==> src/rtl/seq_signed_divider_pkg.sv <==
// Shared arithmetic definitions for the signed multiplier/divider pair.
// Holds default widths, divider FSM encoding and counter sizing.
package seq_signed_divider_pkg;

    localparam int WD_DEF = 8;
    localparam int WV_DEF = 4;

    // Iteration counter sized to hold 0..WD
    localparam int CNT_W = $clog2(WD_DEF + 1);

    typedef enum logic [1:0] {
        IDLE = 2'd0,
        CALC = 2'd1,
        SIGN = 2'd2,
        ZERO = 2'd3
    } state_t;

endpackage

==> src/rtl/seq_signed_divider_twos_mag.sv <==
// Two's-complement to sign-magnitude converter (combinational).
// Ports: value (signed in), mag (unsigned magnitude), sign (input MSB).
module seq_signed_divider_twos_mag #(
    parameter int W = 8
) (
    input  logic [W-1:0] value,
    output logic [W-1:0] mag,
    output logic         sign
);

    // The most negative value maps to 2^(W-1), which fits W unsigned bits
    always_comb begin
        sign = value[W-1];
        mag  = sign ? (~value + {{(W-1){1'b0}}, 1'b1}) : value;
    end

endmodule

==> src/rtl/seq_signed_divider.sv <==
// Sequential signed divider: restoring division on magnitudes, sign fixed at end.
// Ports: clk, rst_n, start, dividend, divisor -> busy, done, quotient, remainder, dbz, ovf.
module seq_signed_divider
    import seq_signed_divider_pkg::*;
#(
    parameter int WD = WD_DEF,
    parameter int WV = WV_DEF
) (
    input  logic          clk,
    input  logic          rst_n,
    input  logic          start,
    input  logic [WD-1:0] dividend,
    input  logic [WV-1:0] divisor,
    output logic          busy,
    output logic          done,
    output logic [WD-1:0] quotient,
    output logic [WV-1:0] remainder,
    output logic          dbz,
    output logic          ovf
);

    localparam int CW = $clog2(WD + 1);

    state_t        state;
    logic [WD-1:0] dq;
    logic [WV-1:0] dv;
    logic [WV:0]   pr;
    logic [CW-1:0] cnt;
    logic          neg_q;
    logic          neg_r;

    logic [WD-1:0] a_mag;
    logic          a_sign;
    logic [WV-1:0] b_mag;
    logic          b_sign;

    logic [WV:0]   pr_sh;
    logic [WV+1:0] diff;
    logic [WD-1:0] q_fix;
    logic [WV-1:0] r_fix;

    seq_signed_divider_twos_mag #(.W(WD)) u_mag_a (
        .value (dividend),
        .mag   (a_mag),
        .sign  (a_sign)
    );

    seq_signed_divider_twos_mag #(.W(WV)) u_mag_b (
        .value (divisor),
        .mag   (b_mag),
        .sign  (b_sign)
    );

    // dq doubles as dividend shifter and quotient accumulator
    always_comb begin
        pr_sh = {pr[WV-1:0], dq[WD-1]};
        diff  = {1'b0, pr_sh} - {2'b00, dv};
        q_fix = neg_q ? (~dq + {{(WD-1){1'b0}}, 1'b1}) : dq;
        r_fix = neg_r ? (~pr[WV-1:0] + {{(WV-1){1'b0}}, 1'b1})
                      : pr[WV-1:0];
    end

    always_ff @(posedge clk or negedge rst_n) begin
        if (!rst_n) begin
            state     <= IDLE;
            dq        <= '0;
            dv        <= '0;
            pr        <= '0;
            cnt       <= '0;
            neg_q     <= 1'b0;
            neg_r     <= 1'b0;
            busy      <= 1'b0;
            done      <= 1'b0;
            quotient  <= '0;
            remainder <= '0;
            dbz       <= 1'b0;
            ovf       <= 1'b0;
        end else begin
            unique case (state)
                IDLE: begin
                    done <= 1'b0;
                    if (start) begin
                        dq    <= a_mag;
                        dv    <= b_mag;
                        neg_q <= a_sign ^ b_sign;
                        neg_r <= a_sign;
                        pr    <= '0;
                        cnt   <= '0;
                        busy  <= 1'b1;
                        state <= (b_mag == '0) ? ZERO : CALC;
                    end
                end
                CALC: begin
                    if (!diff[WV+1]) begin
                        pr <= diff[WV:0];
                        dq <= {dq[WD-2:0], 1'b1};
                    end else begin
                        pr <= pr_sh;
                        dq <= {dq[WD-2:0], 1'b0};
                    end
                    cnt <= cnt + 1'b1;
                    if (cnt == CW'(WD - 1)) begin
                        state <= SIGN;
                    end
                end
                SIGN: begin
                    quotient  <= q_fix;
                    remainder <= r_fix;
                    // Only -2^(WD-1) / -1 yields a positive magnitude with MSB set
                    ovf       <= !neg_q && dq[WD-1];
                    dbz       <= 1'b0;
                    done      <= 1'b1;
                    busy      <= 1'b0;
                    state     <= IDLE;
                end
                ZERO: begin
                    quotient  <= '0;
                    remainder <= '0;
                    ovf       <= 1'b0;
                    dbz       <= 1'b1;
                    done      <= 1'b1;
                    busy      <= 1'b0;
                    state     <= IDLE;
                end
                default: state <= IDLE;
            endcase
        end
    end

endmodule

==> config.mk <==
export PLATFORM = sky130hd
export DESIGN_NAME = seq_signed_divider
export DESIGN_NICKNAME = d
export VERILOG_FILES = /design/src/rtl/seq_signed_divider_pkg.sv /design/src/rtl/seq_signed_divider_twos_mag.sv /design/src/rtl/seq_signed_divider.sv
export SDC_FILE = /design/constraint.sdc
export NUM_CORES = 1
export LEC_CHECK = 0
export ABC_AREA = 1
export ABC_CLOCK_PERIOD_IN_PS = 1500
export BUFFER_PORTS_ARGS = -buffer_cell sky130_fd_sc_hd__buf_2
export CAP_MARGIN = 20
export CORE_AREA = 2 2 77 134
export CTS_CLUSTER_SIZE = 12
export DETAILED_ROUTE_END_ITERATION = 7
export DIE_AREA = 0 0 79 136
export SLEW_MARGIN = 10
export SYNTH_ARGS = -nofsm -noshare
export SYNTH_HDL_FRONTEND = slang
export SYNTH_HIERARCHICAL = 1
export SYNTH_SLANG_ARGS = --single-unit
==> constraint.sdc <==
create_clock -name clk -period 1.5 [get_ports clk]
set_input_delay 0.15 -clock clk [delete_from_list [all_inputs] [get_ports clk]]
set_output_delay 0.15 -clock clk [all_outputs]
set_load 0.005 [all_outputs]
Word level (Yosys, flattened, before mapping)
Index checks and enable logic that the tools add are counted.
- output and inout bits: 16
- bits in registers: 40
- word-level logic and storage cells: 65
- input bits: 15
- equality and inequality tests: 6
- reductions and logical operators: 12
- add/sub/neg operators: 6
- multiplexer cells: 23
- bitwise gates (word level): 5
- operator list (cell ; count):
    $pmux 8 s2 ; 2
    $mux 8 ; 3
    $pmux 4 s2 ; 3
    $mux 4 ; 5
    $add 8x1->8 const B ; 2
    $not 8->8 ; 2
    $add 4x1->4 const B ; 3
    $not 4->4 ; 2
    $pmux 1 s2 ; 4
    $reduce_and 2->1 ; 4
    $mux 2 ; 3
    $pmux 2 s3 ; 1
    $reduce_bool 2->1 ; 3
    $sub 5x4->6 ; 1
    $eq 2x2->1 const B ; 2
    $eq 4x3->1 const B ; 1
    $logic_not 4->1 ; 1
    $ne 2x2->1 const B ; 2
    $eq 2x1->1 const B ; 1
    $logic_not 2->1 ; 1
    $mux 1 ; 2
    $reduce_or 2->1 ; 1
    $logic_and 1x1->1 ; 1
    $logic_not 1->1 ; 1
    $xor 1x1->1 ; 1

Longest topological paths before layout
Gate-level depths: netlist of run 1.
- word-level depth: 7
- mapped depth: 10
- gate-level depth less buffers: 10

By module
Netlist of run 1, hierarchy kept.
- modules (own cells, without submodules) (module ; instances ; area an instance (um2) ; sequential area each (um2) ; cells each):
    seq_signed_divider ; 1 ; 2063.2 ; 1001.0 ; 238
    seq_signed_divider_twos_mag (u_mag_a) ; 1 ; 203.9 ; 0.0 ; 40
    seq_signed_divider_twos_mag (u_mag_b) ; 1 ; 85.1 ; 0.0 ; 16

Least setup slack after synthesis of run 1
OpenSTA, ideal clock, no wires.
- path kind: register to register
- start: reg dq[7]
- end: reg pr[2]
- data arrival time: 1.322 ns
- clock period less this slack: 1.439 ns
- path slack: 0.061 ns
- cell stages (with the launch flop): 9
- cells stage by stage: dfrtp_1 -> inv_1 -> ha_1 -> inv_1 -> fa_1 -> xnor2_1 -> nand2_1 -> nand3_1 -> nand2_1
- word-level cells in the longest chain between the ends: 3
- ends and longest elaborated chain (item ; line ; text):
    start: declaration ; seq_signed_divider.sv:25 ; logic [WD-1:0] dq;
    start signal: assignment ; seq_signed_divider.sv:83 ; dq <= a_mag;
    start signal: assignment ; seq_signed_divider.sv:96 ; dq <= {dq[WD-2:0], 1'b1};
    start signal: assignment ; seq_signed_divider.sv:99 ; dq <= {dq[WD-2:0], 1'b0};
    $sub 5x4->6 ; seq_signed_divider.sv:57 ; diff = {1'b0, pr_sh} - {2'b00, dv};
    $mux 4 ; seq_signed_divider.sv:94 ; if (!diff[WV+1]) begin
    $pmux 4 s2 ; seq_signed_divider.sv:79 ; unique case (state)
    end signal: assignment ; seq_signed_divider.sv:95 ; pr <= diff[WV:0];
    end signal: assignment ; seq_signed_divider.sv:98 ; pr <= pr_sh;
    end: declaration ; seq_signed_divider.sv:27 ; logic [WV:0] pr;
Every way passes these cells.
A chain may end at the register's enable or synchronous reset.

Worst setup path after layout of run 1
Same ends and word-level chain as after synthesis.

==> summary.md, run 1 <==
| Metric | Value |
|---|---|
| Ys async rst share | 1.00 |
| Status | completed |
| IO buf count | 30 |
| GR Util All Layers | 0.109 |
| CP max-delay cell | dfrtp_1 |
| GRT overflow | 0 |
| Setup Crit Path Kind | reg2reg |
| Pin count of the biggest net entering global routing | 41 |
| Buf/Inv on CP | 2 |
| Via count | 2008 |
| Synth top area share | 0.426 |
| Post-Syn Area | roughly 0.0024 mm² |
| Setup Skew | 0.00973 ns |
| CTS Buf Count | 5 |
| Worst-path clk slew | roughly 0.060 ns |
| Most used cell, CP | nand2_1 |
| DRT iter0 DRCs | 97 |
| #FFs+latches synth | 40 |
| Cell count of the worst reg-to-reg path | 8 |
| Final worst-path cycle share | 0.992 |
| Row cnt | 48 |
| Routed vias/inst | 4.35 |
| Pre-antenna DRT Iters | 4 |
| Area contributors post-synth | dfrtp_1 (43%), nand2_1 (14%), o21ai_0 (6.6%) |
| WL/cell | 11.8 µm |
| Met3 WL | 218 µm |
| CTS tree | done |
| Leakage | 1.46 nW |
| CP max FO | 2 |
| Crit path depth | 8 |
| Seq/Total Area, Yosys | 0.426 |
| Syn Inst Count | 294 |
| Skew-Pair Late Insertion Delay | 0.29 ns |
| Minimum hold slack | ~0.12 ns |
| Count leader, synth | nand2_1 |
| Cell family with most CP delay | adder cells |
| Die Y | 136 µm |
| CP Launch Type | flop |
| Met2 WL | a little under 3000 µm |
| WL final | 5440 µm |
| Rel. slew slack | 0.657 |
| Top sig layer | met4 |
| Post-DP Area | roughly 0.0027 mm² |
| Distinct cells, synth | 33 |
| Area Growth Syn to Fin | 23.8% |
| Nets | 361 |
| Final min period | ~1.5 ns |
| Number of enable flip-flop cells after synthesis | 0 |
| Die Width | 79 µm |
| Remaining antenna violation count | 0 |
| CP Capture Type | flop |
| Die area | 0.0107 mm² |
| Post-synth top cells | nand2_1 (86), dfrtp_1 (40), inv_1 (38) |
| Io pins | 31 |
| Starting Density | 0.242 |
| Worst hold-check path type | in2reg |
| YS warnings | 6 |
| Main synth FF type | dfrtp_1 |
| Slew @ Worst Pin | 0.514 ns |
| Required @ worst endpoint | between 1.5 and 2 ns |
| WHS Path Cells | 3 |
| CP arrival | ~1.7 ns |
| Power Total | slightly above 6 mW |
| Maximum clock path buffer count | 2 |
| Largest area contributor in the netlist | dfrtp_1 |
| Max-cap violations | 0 |
| N_diodes | 0 |
| Hpwl dp | between 4000 and 5000 µm |
| Unrepaired setup endpoints after global routing | yes |
| H-tree Lvls | 2 |
| GPL Wtd Cong | 0.781 |
| Initial antenna violation count | 0 |
| Root Buffer Master | clkbuf_16 |
| Critical-path cell list | inv_2 -> ha_4 -> inv_4 -> fa_2 -> xnor2_1 -> nand2_1 -> nand3_1 -> nand2_1 |
| Filler instances | 1048 |
| Highest clock rate | 0.672 GHz |
| Crit-path max cell delay | 0.39 ns |
| Setup violations, final | 0 |
| Core area | 0.00973 mm² |
| Avg Synthesized Cell Area | roughly 8.0 µm² |
| Pwr dens | 2120 mW/mm² |
| Routed length on met1 | ~2100 µm |
| Design area | 0.00291 mm² |
| CTS sink count | 40 |
| Vias in the first global route | between 1.5k and 2k |
| Share of cells above drive strength 1 | 0.231 |
| First-pass GRT wire length | ~9100 µm |
| Final hold viol count | 0 |
| DR DRC count | 0 |
| Syn Nets | around 320 |
| Worst vdd ir | 0.561 mV |
| Fin. max-slew vios | 0 |
[placed cells by master (no fill, tap or decap), drive strengths merged]
master and count:
o211ai 2, o21ai 32, dfrtp 40, a211oi 1
clkbuf 7, nand3 23, a21oi 7, a32o 1
ha 9, o22ai 1, a22oi 6, nor3 2
xor2 3, dlygate4sd3 1, buf 44, a22o 1
nor2 15, nand3b 2, xnor2 3, inv 44
nand2 87, fa 1, nand4 4, clkinvlp 1
[timing repair]
action	4_1_cts	5_1_grt
cloned	0	0
hold endpoints to repair	40	0
gates resized for setup	1	15
setup endpoints to repair	1	4
hold buffers	1	0
setup buffers	0	2
pin swaps	1	7
[worst reg2reg max path: cells and delay by family (launching register included)]
| kind | cells | cell delay [ns] |
|---|---|---|
| adders and majority gates | 2 | 0.49 |
| xor gates and xnor gates | 1 | 0.18 |
| and+or+nand+nor | 3 | 0.20 |
| buffers and inverters | 2 | 0.12 |
| DFF | 1 | 0.39 |
[registers in the layout, indices dropped and copies added (netlist names)]
register and cells:
busy 1, cnt 4, dbz 1, done 1
dq 8, dv 4, neg_q 1, neg_r 1
ovf 1, pr 4, quotient 8, remainder 4
state 2
[through the flow]
step | setup WS (ns) | util | cells | setup TNS [ns]
after floorplan | 0.0610 | - | 294 | 0
after global placement | 0.0400 | 0.275 | 451 | 0
after detailed placement | -0.00333 | 0.275 | 451 | -0.00333
after CTS | 0.00682 | 0.291 | 460 | 0
after global routing | -0.0809 | 0.299 | 462 | -0.0987
final | 0.0115 | 0.299 | 462 | 0
[where the power goes]
group	switching [mW]	total (mW)	internal, mW
clock	0.431	1.09	0.662
combinational	1.82	3.15	1.32
sequential	0.373	1.94	1.56
total	2.63	6.18	3.55
[cell families (layout without fill, tap and decap cells)]
| family | count (synthesis) | in the layout | share of synthesized area |
|---|---|---|---|
| simple gates | 133 | 133 | 0.265 |
| buf+inv | 54 | 97 | 0.106 |
| compound gates | 51 | 51 | 0.124 |
| flops | 40 | 40 | 0.426 |
| fa+ha+maj | 10 | 10 | 0.0564 |
| xor+xnor | 6 | 6 | 0.0223 |
[area by class of cell]
cell class,instances,area (µm²),share of cell area
timing repair buffer,45,269,0.0924
inverter,44,175,0.0601
multi-input combinational,200,1160,0.399
clock buffer,7,143,0.0490
clock inverter,1,7.51,0.00258
sequential,40,1000,0.344
tap,125,156,0.0537
[metal layers]
metal | up-vias | global-route usage
met1 | 934 | 0.107
met5 | - | 0
met3 | 10 | 0.0206
li1 | 1029 | -
met4 | 0 | 0.0623
met2 | 35 | 0.207
[path summary, 6_finish.rpt]
check / start / to / slack (ns)
max: dq[7] / pr[2] / 0.01
max reg2reg: dq[7] / pr[2] / 0.01
min: dividend[0] / dq[0] / 0.12
min reg2reg: quotient[5] / quotient[5] / 0.47
max in group asynchronous: rst_n / dv[1] / 0.69
min in group asynchronous: rst_n / remainder[0] / 0.45
Power figures use the tool's default switching activity.
==> run 2: changes to the inputs <==
--- a/config.mk
+++ b/config.mk
@@ -9,10 +9,10 @@
 export ABC_CLOCK_PERIOD_IN_PS = 1500
 export BUFFER_PORTS_ARGS = -buffer_cell sky130_fd_sc_hd__buf_2
 export CAP_MARGIN = 20
-export CORE_AREA = 2 2 77 134
+export CORE_AREA = 2 2 129 81
 export CTS_CLUSTER_SIZE = 12
 export DETAILED_ROUTE_END_ITERATION = 7
-export DIE_AREA = 0 0 79 136
+export DIE_AREA = 0 0 131 83
 export SLEW_MARGIN = 10
 export SYNTH_ARGS = -nofsm -noshare
 export SYNTH_HDL_FRONTEND = slang
==> summary.md, run 2 (synthesis results as in run 1) <==
| Metric | Value |
|---|---|
| Status | completed |
| Area of the multi-input gates | 0.00116 mm² (+0.22%) |
| Remaining antenna violation count | 0 (unchanged) |
| GR Util All Layers | 0.109 (-0.000330) |
| Maximum clock path buffer count | 2 (unchanged) |
| Root Buffer Master | clkbuf_16 |
| Pre-CTS setup slack | 0.0175 ns (+0.0209 ns) |
| Rel. slew slack | 0.689 (+0.0320) |
| Commonest non-fill, non-tap cell in the layout | nand2_1 |
| Setup Skew | 0.00420 ns (-0.00553 ns) |
| Final hold viol count | 0 (unchanged) |
| Nets | 363 (+0.55%) |
| Crit-path max cell delay | 0.36 ns (-0.03 ns) |
| Slew @ Worst Pin | 0.466 ns (-0.0480 ns) |
| Largest registers | dq x8, quotient x8 |
| Core area | 0.00963 mm² (-0.98%) |
| Core Util, Final | 0.310 (+0.0107) |
| Share of cells above drive strength 1 | 0.243 (+0.0111) |
| Worst hold-check path type | in2reg |
| First-pass GRT wire length | 9340 µm (+3.2%) |
| Most frequent cells in the layout | nand2_1 (85), dfrtp_1 (39), inv_1 (34) |
| DRT iter0 DRCs | 166 (+71%) |
| Final min period | 1.48 ns (-0.0112 ns) |
| Pin count of the biggest net entering global routing | 23 (-44%) |
| Highest clock rate | 0.677 GHz (+0.76%) |
| Final worst-path cycle share | 0.985 (-0.00750) |
| Row cnt | 28 (-42%) |
| N_diodes | 0 (unchanged) |
| Worst-path clk slew | 0.06 ns (about the same) |
| CTS sink count | 40 (unchanged) |
| Hold Crit Start | dividend[0] |
| Seq. cell area | 0.00100 mm² (+0.12%) |
| WHS Path Cells | 3 (unchanged) |
| R2R setup slack | 0.02 ns (about the same) |
| CP Launch Type | flop |
| GRT overflow | 0 (unchanged) |
| Leakage | 1.49 nW (+2.5%) |
| Power Total | 6.59 mW (+6.7%) |
| Unrepaired setup endpoints after global routing | yes |
| CP max-delay cell | dfrtp_1 |
| Setup violations, final | 0 (unchanged) |
| Critical-path cell list | inv_1 -> ha_4 -> inv_1 -> nor2_2 -> nand3_2 -> buf_4 -> nand4_1 -> nand3_1 -> nand2_1 |
| Initial antenna violation count | 0 (unchanged) |
| Required @ worst endpoint | 1.71 ns (+0.04 ns) |
| CP Capture Type | flop |
| Cell count of the worst reg-to-reg path | 9 (+1) |
| Filler instances | 999 (-4.7%) |
| Setup TNS | 0 ns (unchanged) |
| H-tree Lvls | 2 (unchanged) |
| CP max FO | 3 (+1) |
| Starting Density | 0.244 (+0.00239) |
| Fin. max-slew vios | 0 (unchanged) |
| Minimum hold slack | 0.153 ns (+0.0334 ns) |
| Pre-antenna DRT Iters | 4 (unchanged) |
| Hold EP | dq[0] |
| Die Width | 131 µm (+66%) |
| Skew-Pair Late Insertion Delay | 0.28 ns (about the same) |
| GPL Wtd Cong | 0.875 (+12%) |
| Worst vdd ir | 0.897 mV (+60%) |
| Routed vias/inst | 4.21 (-3.1%) |
| Max-cap violations | 0 (unchanged) |
| Cell family with most CP delay | simple AND/OR/NAND/NOR gates |
| CTS Buf Count | 5 (unchanged) |
| Setup Crit Path Kind | reg2reg |
| Area Growth Syn to Fin | 27.0% |
| DR DRC count | 0 (unchanged) |
| Io pins | 31 (unchanged) |
| CTS tree | done |
| Via count | 1992 (-0.80%) |
| Die area | 0.0109 mm² (+1.2%) |
| Most used cell, CP | inv_1 |
| Die Y | 83 µm (-39%) |
| Vias in the first global route | 1879 (-5.6%) |
| End of the worst register-to-register path | pr[1] |
| CP arrival | 1.69 ns (+0.03 ns) |
| Worst Slack Setup Final | 0.0227 ns (+0.0112 ns) |
| Hpwl dp | 4320 µm (+1.5%) |
| IO buf count | 30 (unchanged) |
| WL/cell | 12.2 µm (+3.7%) |
| Reg2Reg Launch Point | dv[3] |
| WL final | 5770 µm (+6.1%) |
| Buf/Inv on CP | 3 (+1) |
| Pwr dens | 2200 mW/mm² (+4.0%) |
==> run 2: cell types whose count changed in the layout (fill, tap and decap cells not counted), sizes merged <==
cell	before	now
bufinv	0	2
clkbuf	7	5
buf	44	46
clkinvlp	1	0
==> run 2: worst min-delay path: cells and delay by family <==
family                 cells  cell delay, ns
AO/OA/AOI/OAI              1            0.09
buffers and inverters      1            0.10
AND/OR/NAND/NOR            1            0.05
==> run 2: report_power, final <==
group / switching, mW / total, mW / internal, mW
combinational: 1.86 / 3.23 / 1.37
sequential: 0.425 / 1.99 / 1.57
clock: 0.425 / 1.37 / 0.944
==> run 2: timing repair <==
item	CTS	global route
endpoints found under the setup margin	1	4
hold endpoints to repair	18	0
buffers inserted	1	4
gates resized for setup	1	15
pin swaps	1	4
hold buffers	1	0
==> run 2: final cells by class <==
class,instances,share of cell area
multi-input cells,200,0.389
clock inverters,2,0.0201
clock buffers,5,0.0419
well taps,135,0.0565
repair buffers,47,0.0980
inverters,44,0.0586
flip-flops and latches,40,0.335
==> run 2: per-layer routing <==
layer / global-route usage / wire length (µm)
met1: 0.173 / 3250
met2: 0.144 / 2230
met3: 0.0316 / 267
met4: 0.0174 / 19
met5: 0 / 0
==> run 2: how the worst max path moves through the flow <==
| stage | startpoint | end | slack (ns) | cells after the start |
|---|---|---|---|---|
| floorplan | dq[7] | pr[2] | 0.06 | 8 |
| detailed placement | dq[7] | pr[2] | 0.02 | 8 |
| finish | dv[3] | pr[1] | 0.02 | 9 |
| CTS | dq[7] | pr[1] | 0.01 | 8 |
| global placement | dv[2] | dq[0] | 0.07 | 8 |
| global route | dq[7] | pr[1] | -0.05 | 8 |
==> run 2: metrics by stage <==
stage | std cells | cell area (µm²)
after global placement | 460 | 2690
after detailed placement | 460 | 2690
after CTS | 469 | 2890
after floorplan | 294 | 2350
after global routing | 473 | 2990
final | 473 | 2990
==> run 3: changes to the inputs <==
--- a/config.mk
+++ b/config.mk
@@ -5,14 +5,13 @@
 export SDC_FILE = /design/constraint.sdc
 export NUM_CORES = 1
 export LEC_CHECK = 0
-export ABC_AREA = 1
 export ABC_CLOCK_PERIOD_IN_PS = 1500
 export BUFFER_PORTS_ARGS = -buffer_cell sky130_fd_sc_hd__buf_2
 export CAP_MARGIN = 20
-export CORE_AREA = 2 2 129 81
+export CORE_AREA = 2 2 126 79
 export CTS_CLUSTER_SIZE = 12
 export DETAILED_ROUTE_END_ITERATION = 7
-export DIE_AREA = 0 0 131 83
+export DIE_AREA = 0 0 128 81
 export SLEW_MARGIN = 10
 export SYNTH_ARGS = -nofsm -noshare
 export SYNTH_HDL_FRONTEND = slang
==> summary.md, run 3 <==
| Metric | Value |
|---|---|
| CP arrival | 1.71 ns (+0.02 ns) |
| Main synth FF type | dfrtp_1 |
| Met2 WL | 2020 µm (-9.6%) |
| Core Util, Final | 0.310 (-0.000562) |
| Leakage | 1.34 nW (-11%) |
| Root Buffer Master | clkbuf_16 |
| Setup Crit Path Kind | reg2reg |
| Commonest non-fill, non-tap cell in the layout | dfrtp_1 |
| CP max FO | 6 (+3) |
| Initial antenna violation count | 0 (unchanged) |
| Critical-path cell list | ha_4 -> buf_6 -> nand4b_1 -> o211ai_4 -> mux2i_1 -> a22o_1 |
| YS warnings | 6 (unchanged) |
| Rel. slew slack | 0.564 (-0.126) |
| First-pass GRT wire length | 9200 µm (-1.5%) |
| Post-DP Area | 0.00266 mm² (-1.3%) |
| Fin. max-slew vios | 0 (unchanged) |
| Status | completed |
| Syn Nets | 263 (-18%) |
| GR Util All Layers | 0.115 (+0.00622) |
| Area contributors post-synth | dfrtp_1 (44%), nand2_1 (5.6%), xnor2_1 (5.0%) |
| CP Capture Type | flop |
| Placed cells | 395 (-14%) |
| Main combinational cell family by area after synthesis | compound AO/OA/AOI/OAI gates |
| #FFs+latches synth | 40 (unchanged) |
| Ys async rst share | 1.00 (unchanged) |
| Number of enable flip-flop cells after synthesis | 0 (unchanged) |
| Power Total | 6.34 mW (-3.8%) |
| Final Instance Count excl. Fillers | 406 (-14%) |
| Routed vias/inst | 4.45 (+5.7%) |
| Hpwl dp | 4200 µm (-2.7%) |
| Starting Density | 0.241 (-0.00348) |
| Worst vdd ir | 0.749 mV (-16%) |
| Count leader, synth | dfrtp_1 |
| Avg Synthesized Cell Area | 9.49 µm² (+19%) |
| CTS tree | done |
| DR DRC count | 0 (unchanged) |
| Largest registers | dq x8, quotient x8 |
| Highest clock rate | 0.669 GHz (-1.2%) |
| Io pins | 31 (unchanged) |
| Slew @ Worst Pin | 0.654 ns (+0.188 ns) |
| Final min period | 1.49 ns (+0.0177 ns) |
| Post-Syn Area | 0.00226 mm² (-3.9%) |
| CP max-delay cell | dfrtp_1 |
| Buf/Inv on CP | 1 (-2) |
| Worst hold-check path type | in2reg |
| Synth Area in XOR/XNOR | 0.0659 (+0.0436) |
| WL/cell | 13.7 µm (+12%) |
| Compound-cell area share of the yosys netlist | 0.181 (+0.0566) |
| DRT iter0 DRCs | 156 (-6.0%) |
| WL final | 5570 µm (-3.5%) |
| Share of cells above drive strength 1 | 0.283 (+0.0406) |
| Distinct cells, synth | 43 (+30%) |
| Pre-antenna DRT Iters | 4 (unchanged) |
| Maximum clock path buffer count | 2 (unchanged) |
| Synth Area in Simple Gates | 0.170 (-0.0954) |
| Seq/Total Area, Yosys | 0.443 (+0.0174) |
| GRT overflow | 0 (unchanged) |
| Pin count of the biggest net entering global routing | 41 (+78%) |
| Adder-Cell Fraction of Synth Area | 0.0587 (+0.00231) |
| Routed length on met1 | 3260 µm (+0.25%) |
| Area of the multi-input gates | 0.00118 mm² (+1.1%) |
| Synth top area share | 0.443 (+0.0174) |
| Vias in the first global route | 1750 (-6.9%) |
| Pwr dens | 2180 mW/mm² (-1.1%) |
| Setup violations, final | 0 (unchanged) |
| Final worst-path cycle share | 0.997 (+0.0118) |
| GPL Wtd Cong | 0.791 (-9.5%) |
| Final hold viol count | 0 (unchanged) |
| CTS sink count | 40 (unchanged) |
| Nets | 310 (-15%) |
| Setup Skew | 0.00254 ns (-0.00166 ns) |
| Skew-Pair Late Insertion Delay | 0.28 ns (about the same) |
| Row cnt | 28 (unchanged) |
| Max-cap violations | 0 (unchanged) |
| Post-synthesis mux area share | 0.0183 (+0.0183) |
| Die Width | 128 µm (-2.3%) |
| Crit-path max cell delay | 0.42 ns (+0.06 ns) |
| Top sig layer | met4 |
| Remaining antenna violation count | 0 (unchanged) |
| Post-synth top cells | dfrtp_1 (40), nand2_1 (34), inv_1 (19) |
| R2R setup slack | 0.005 ns (-0.02 ns) |
| Syn Inst Count | 238 (-19%) |
| Via count | 1808 (-9.2%) |
| Most frequent cells in the layout | dfrtp_1 (40), nand2_1 (34), buf_2 (30) |
| Design area | 0.00291 mm² (-2.7%) |
| H-tree Lvls | 2 (unchanged) |
| Worst-path clk slew | 0.06 ns (about the same) |
| CTS Buf Count | 5 (unchanged) |
| Die area | 0.0104 mm² (-4.6%) |
| Required @ worst endpoint | 1.72 ns (about the same) |
| Met3 WL | 244 µm (-8.6%) |
| Seq. cell area | 0.00100 mm² (-0.12%) |
| IO buf count | 30 (unchanged) |
| Largest area contributor in the netlist | dfrtp_1 |
| Die Y | 81 µm (-2.4%) |
| Filler instances | 984 (-1.5%) |
| Minimum hold slack | 0.178 ns (+0.0258 ns) |
| N_diodes | 0 (unchanged) |
| CP Launch Type | flop |
| Core area | 0.00939 mm² (-2.5%) |
| Cell family with most CP delay | flip-flops |
| Area Growth Syn to Fin | 28.6% |
| Unrepaired setup endpoints after global routing | yes |
## run 3: cell count changes in the layout (fill, tap and decap cells not counted), sizes merged, moves of 8 or more
cell and delta:
nand2 -53, a22o +8, inv -25, buf +8, o21ai -12, xnor2 +10
nand3 -15
## run 3: logic make-up after synthesis
| group | Yosys count |
|---|---|
| muxes | 4 |
| DFF | 40 |
| AOI/OAI and AO/OA | 57 |
| buffers and inverters | 34 |
| xor gates and xnor gates | 17 |
| and+or+nand+nor | 76 |
| adders and majority gates | 10 |
## run 3: routing by layer
layer,track usage,vias to the layer above
met3,0.0244,4
met4,0.0308,0
met1,0.184,849
met5,0,-
li1,-,915
met2,0.150,40
## run 3: metrics by stage
| step | TNS (ns) | worst slack (ns) |
|---|---|---|
| after floorplan | 0 | 0.00309 |
| after global placement | -0.0107 | -0.0107 |
| after detailed placement | -0.0884 | -0.0589 |
| after CTS | 0 | 0.00137 |
| after global routing | -0.223 | -0.0883 |
| final | 0 | 0.00502 |
## run 3: where the power goes
part | internal, mW | total, mW | switching [mW]
combinational | 1.59 | 3.21 | 1.62
clock | 0.783 | 1.21 | 0.423
sequential | 1.56 | 1.92 | 0.361
## run 3: final timing paths
check / cells after the start / end / from
min: 4 / dv[3] / divisor[1]
max in group asynchronous: 3 / dq[7] / rst_n
min reg2reg: 1 / busy / busy
min in group asynchronous: 3 / quotient[0] / rst_n
max: 6 / pr[0] / dv[0]
max reg2reg: 6 / pr[0] / dv[0]
## run 3: what timing repair did
item / in CTS / in global routing
setup buffers: 1 / 1
endpoints found under the setup margin: 3 / 16
resized for setup: 3 / 14
hold buffers: 1 / 0
hold endpoints to repair: 40 / 0
cloned: 0 / 0
pin swaps: 1 / 3
## run 3: layout make-up
| cell class | count | share of cell area |
|---|---|---|
| sequential | 40 | 0.344 |
| tap | 120 | 0.0517 |
| clock buffer | 6 | 0.0443 |
| inverter | 19 | 0.0245 |
| multi-input combinational | 164 | 0.405 |
| timing repair buffer | 55 | 0.118 |
| clock inverter | 2 | 0.0121 |
## run 3: worst min-delay path: cells and delay by family
kind	cells	cell delay, ns
buffers and inverters	1	0.10
AND/OR/NAND/NOR	2	0.10
AO/OA/AOI/OAI	1	0.06
